$ cat src/rtl/serial_pkg.sv
// Types and helpers shared by the serial shifters (parallel-to-serial and
// serial-to-parallel).
package serial_pkg;

    typedef enum logic {
        IDLE  = 1'b0,
        SHIFT = 1'b1
    } p2s_state_t;

    // Bit-counter width; a 1-bit word still needs a 1-bit counter.
    function automatic int cnt_width(input int depth);
        return (depth > 1) ? $clog2(depth) : 1;
    endfunction

endpackage

$ cat src/rtl/parallel_to_serial.sv
// Loads a DEPTH-bit word through a load/ready handshake and shifts it out
// MSB-first, one bit per enabled clock, pulsing done after the last bit.
module parallel_to_serial
    import serial_pkg::*;
#(
    parameter int DEPTH = 3
) (
    input  logic             clk,
    input  logic             rst,
    input  logic [DEPTH-1:0] data,
    input  logic             load,
    output logic             ready,
    input  logic             en,
    output logic             data_out,
    output logic             busy,
    output logic             done,
    output logic             dbg_state
);

    localparam int             CW   = cnt_width(DEPTH);
    localparam logic [CW-1:0]  LAST = CW'(DEPTH - 1);

    // Handshake: a word is taken on any edge where load && ready; while busy,
    // load is ignored and a bit is consumed on each edge where en is high.
    p2s_state_t        r_state;
    p2s_state_t        w_state_nxt;
    logic [DEPTH-1:0]  r_shreg;
    logic [DEPTH-1:0]  w_shreg_nxt;
    logic [CW-1:0]     r_cnt;
    logic [CW-1:0]     w_cnt_nxt;
    logic              r_done;
    logic              w_done_nxt;

    always_ff @(posedge clk) begin
        if (!rst) begin
            r_state <= IDLE;
            r_shreg <= '0;
            r_cnt   <= '0;
            r_done  <= 1'b0;
        end else begin
            r_state <= w_state_nxt;
            r_shreg <= w_shreg_nxt;
            r_cnt   <= w_cnt_nxt;
            r_done  <= w_done_nxt;
        end
    end

    always_comb begin
        w_state_nxt = r_state;
        w_shreg_nxt = r_shreg;
        w_cnt_nxt   = r_cnt;
        w_done_nxt  = 1'b0;
        case (r_state)
            IDLE: begin
                if (load) begin
                    w_shreg_nxt = data;
                    w_cnt_nxt   = '0;
                    w_state_nxt = SHIFT;
                end
            end
            SHIFT: begin
                if (en) begin
                    if (r_cnt == LAST) begin
                        // Last bit consumed: clear so nothing stale lingers.
                        w_state_nxt = IDLE;
                        w_done_nxt  = 1'b1;
                        w_shreg_nxt = '0;
                        w_cnt_nxt   = '0;
                    end else begin
                        w_shreg_nxt = r_shreg << 1;
                        w_cnt_nxt   = r_cnt + 1'b1;
                    end
                end
            end
            default: w_state_nxt = IDLE;
        endcase
    end

    assign ready     = (r_state == IDLE);
    assign busy      = (r_state == SHIFT);
    assign data_out  = (r_state == SHIFT) ? r_shreg[DEPTH-1] : 1'b0;
    assign done      = r_done;
    assign dbg_state = r_state;

endmodule

$ cat config.mk
export PLATFORM = sky130hd
export DESIGN_NAME = parallel_to_serial
export DESIGN_NICKNAME = d
export VERILOG_FILES = /design/src/rtl/serial_pkg.sv /design/src/rtl/parallel_to_serial.sv
export SDC_FILE = /design/constraint.sdc
export NUM_CORES = 1
export LEC_CHECK = 0
export CAP_MARGIN = 0
export CORE_AREA = 2 2 39 41
export CTS_CLUSTER_SIZE = 30
export DETAILED_ROUTE_END_ITERATION = 12
export DIE_AREA = 0 0 41 43
export PLACE_DENSITY = 0.51
export SLEW_MARGIN = 20
export SYNTH_ARGS = -nofsm -noshare
export SYNTH_HDL_FRONTEND = slang
export SYNTH_SLANG_ARGS = --single-unit
export TNS_END_PERCENT = 100
$ cat constraint.sdc
create_clock -name clk -period 3 [get_ports clk]
set_clock_uncertainty 0.05 [all_clocks]
set_input_delay 0.45 -clock clk [delete_from_list [all_inputs] [get_ports clk]]
set_output_delay 0.45 -clock clk [all_outputs]
set_load 0.005 [all_outputs]
==> impl_summary.md <==
Routing
The overall via count from detail_route is 284. The routed via count divided by cell count is 4.44. In the routed design, unresolved DRC markers number 0. In this run, the number of DRC markers left after iteration 0 of detailed routing was 4. The routed wirelength normalized by instance count is 10.1 um.

The routed design has 644 um of wire. Before antenna repair, the detailed router went through 2 iterations. The remaining number of nets flagged by the antenna check after routing is 0.

Finish
The filler cells instantiated in the layout total 151. The diode insertion count for antenna repair is 0. Leaving out fill and tap cells, the most frequent cells in the layout are 11 x sky130_fd_sc_hd__clkdlybuf4s50_1, 7 x sky130_fd_sc_hd__dfxtp_1, 4 x sky130_fd_sc_hd__o21ai_0. The finished cells cover 460 um^2. From synthesis to final layout, the design area changed by 42.6%.

Of the cells placed in the final design, the portion with a size suffix greater than 1 is 14.6%. After the last flow step, the layout net total stands at 56. The sequential cells in the finished layout cover a total of 140 um^2. Measured on the finished design, the core utilization comes to 33.3%. The combined area of the multi-input logic cells is 156 um^2. The library cell used most frequently in the layout, excluding fill and tap cells, is sky130_fd_sc_hd__clkdlybuf4s50_1.

Worst setup path
The critical path launch point type is a register. The setup slack of the most critical reg-to-reg path is 1660 ps. For the worst setup path, the data arrival time is 1510 ps. The family with the most delay on the worst path is flip-flops. The terminus of the critical flop-to-flop path is r_shreg[2].

The critical register-to-register path startpoint is busy. The signal on the critical path passes through and2_1 > clkdlybuf4s50_1. For the worst flop-to-flop path, the logic depth is 3. The endpoint type of the worst setup path is an output port. The slowest cell on the critical path is sky130_fd_sc_hd__dfxtp_1. The start-to-end type of the worst setup path is register to output port. Together, buffers and inverters on the worst path number 1.

In this run the worst path has a maximum fanout of 12. Data on the critical path is required at its endpoint by 2500 ps. The largest single stage delay on the critical path is 580 ps.

Timing
Setup repair after global routing left no endpoint under its margin. Measured against its own limit, the worst slew margin works out to 71.0%. The final critical-path required period is 2010 ps. For this run, the top clock speed supported by timing is 498 MHz. The final cycle utilization of the critical path is 66.9%. The slew at the pin closest to its max-slew limit is 434 ps. The number of endpoints with negative hold slack in the final report was 0.

The max-slew violation total from the final report is 0. The total negative slack for setup checks is 0 ps. Setup violations remaining at the end of the flow were counted as 0.

Synth
The cell count after synthesis came out at 35. The arithmetic-cell share of the synthesized area counting full adders, half adders and majority gates is 0%. The XOR/XNOR share of the synthesized area is 0%. Dividing the synthesized area by the synthesized cell count gives 9.22 um^2. The most used flip-flop cell after synthesis is sky130_fd_sc_hd__dfxtp_1. The mux cell area share after synthesis is 6.59%. The simple-gate area share of the yosys netlist is 22.1%. The share of the synthesized area in compound gates (AO/OA/AOI/OAI) is 19.8%.

The cell area that synthesis handed to floorplanning was 323 um^2. Counting flops and latches in the post-synthesis netlist gives 7. The netlist uses 20 different library cells.

After synthesis, the largest family of logic cells by area is simple AND/OR/NAND/NOR gates. In the synthesized netlist the async set-or-reset flop fraction comes to 0%. In this run, synthesis inferred 0 flip-flops with an integrated enable. The total of warnings raised by yosys is 0. When the netlist entered floorplanning its net count stood at 42. The share of the Yosys chip area taken by registers is 43.4%.

GRT
The wire length of the first global-routing pass is 1140 um. The via count of the first global-routing pass was 292. Entering global routing, the biggest net connects 13 pins. For this run, the total global-route usage over all layers was measured as 9.64%.

The number of antenna violations at the first check in global routing is 0. Global routing finished with a remaining overflow of 0.

Place
In this run the tool buffered the top-level ports with 11 buffer cells. After detailed placement, the total cell area comes to 434 um^2. Once detailed placement completed, the half-perimeter wirelength came to 506 um. The placer's final routability congestion estimate is 0.711.

Clock network
Buffers inserted to repair hold after CTS numbered 0. The number of gates given a new drive strength after cts is 0. The tree is rooted in a sky130_fd_sc_hd__clkbuf_4. Counting along the longest clock path gives a buffer depth of 2.

Clock tree synthesis inserted a total of 3 buffers. The post-CTS setup buffer count is 0. The CTS clock-pin slew for the worst setup and hold paths is 50 ps. The CTS tree is built. The clock latency of the later-clocked register in the worst-skew pair is 250 ps.

In this run the number of H-tree levels came out at 1. Counting every sink on the clock net gives 7.

Worst hold path
The worst hold path begins at r_shreg[0]. The worst hold path was traced through 2 stages. The worst hold path belongs to the class register to register.

For hold timing, the worst endpoint is r_shreg[1].

Job
The max-capacitance violation count is 0.

Power and ir drop
The leakage power is 0.168 nW. The power density relative to cell area is 481 nW/um^2. The worst ir drop on vdd is 123 uV.

Floorplanning
The floorplan die area is 1760 um^2. Row generation in the floorplan step produced 14 rows. The initial utilization of the core area, before any placement, comes to 23.3%.

The floorplan step set the die height to 43 um. Measured along the x axis, the die boundary spans 41 um. The core area is 1380 um^2.

In this run the count of I/O pins placed on the die edge is 12.

Status
The flow ran to the end, and the final reports show no timing, DRC or antenna violations.
-- cells by family after synthesis --
logic type,after synthesis
and+or+nand+nor,12
AOI/OAI and AO/OA,10
DFF,7
muxes,2
buffers and inverters,4
-- stage by stage --
step	hold WS [ps]	instances	worst slack [ps]	power (mW)
6_report	423	64	993	0.221
3_3_place_gp	413	60	1260	0.138
5_1_grt	461	64	910	0.234
2_1_floorplan	388	35	1820	0.122
4_1_cts	421	64	967	0.225
3_5_place_dp	410	60	1240	0.138
-- final cells by class --
class / count / area share [%]
clock buffers: 4 / 5.71
inverters: 2 / 1.63
multi-input cells: 24 / 34.0
flip-flops and latches: 7 / 30.4
well taps: 16 / 4.35
repair buffers: 11 / 23.9
-- flip-flops by register name, indices dropped and copies added (netlist names) --
name / cells
r_cnt: 2
busy: 1
r_shreg: 3
done: 1
-- cell usage after synthesis, types with 2 or more instances --
cell type | n | area (um^2)
sky130_fd_sc_hd__a21oi_1 | 3 | 15.0
sky130_fd_sc_hd__dfxtp_1 | 7 | 140
sky130_fd_sc_hd__inv_1 | 2 | 7.51
sky130_fd_sc_hd__nand2_1 | 2 | 7.51
sky130_fd_sc_hd__nand2b_1 | 2 | 12.5
sky130_fd_sc_hd__nand3_1 | 2 | 10.0
sky130_fd_sc_hd__o21ai_0 | 4 | 20.0
-- worst max-delay path by stage --
stage / start / endpoint / slack [ps] / cells after the start
2_1_floorplan: busy / r_shreg[2] / 1820 / 4
3_3_place_gp: busy / data_out / 1260 / 2
3_5_place_dp: busy / data_out / 1240 / 2
4_1_cts: busy / data_out / 970 / 2
5_1_grt: busy / data_out / 910 / 2
6_report: busy / data_out / 990 / 2
-- routing by layer --
metal  wire [um]  share of wire, %  global-route usage (%)  vias to the layer above
met1         298                46                    11.3                      126
met4          20               3.1                    8.00                        0
met5           0                 0                       0                        -
met2         306                48                    14.4                        6
met3          18               2.8                    1.57                        2
li1            -                 -                       -                      150
-- power breakdown --
part | total, mW | internal, mW | switching [mW]
Combinational | 0.0320 | 0.0201 | 0.0118
Sequential | 0.104 | 0.0981 | 0.00552
Clock | 0.0856 | 0.0508 | 0.0349
Total | 0.221 | 0.169 | 0.0523
-- tightest hold or removal path: cells and delay by family, from the launching register on --
kind | cells | cell delay (ps)
flip-flops | 1 | 310
AND/OR/NAND/NOR | 1 | 60
AO/OA/AOI/OAI | 1 | 50
Note: power is estimated with default switching activity, not from simulation.
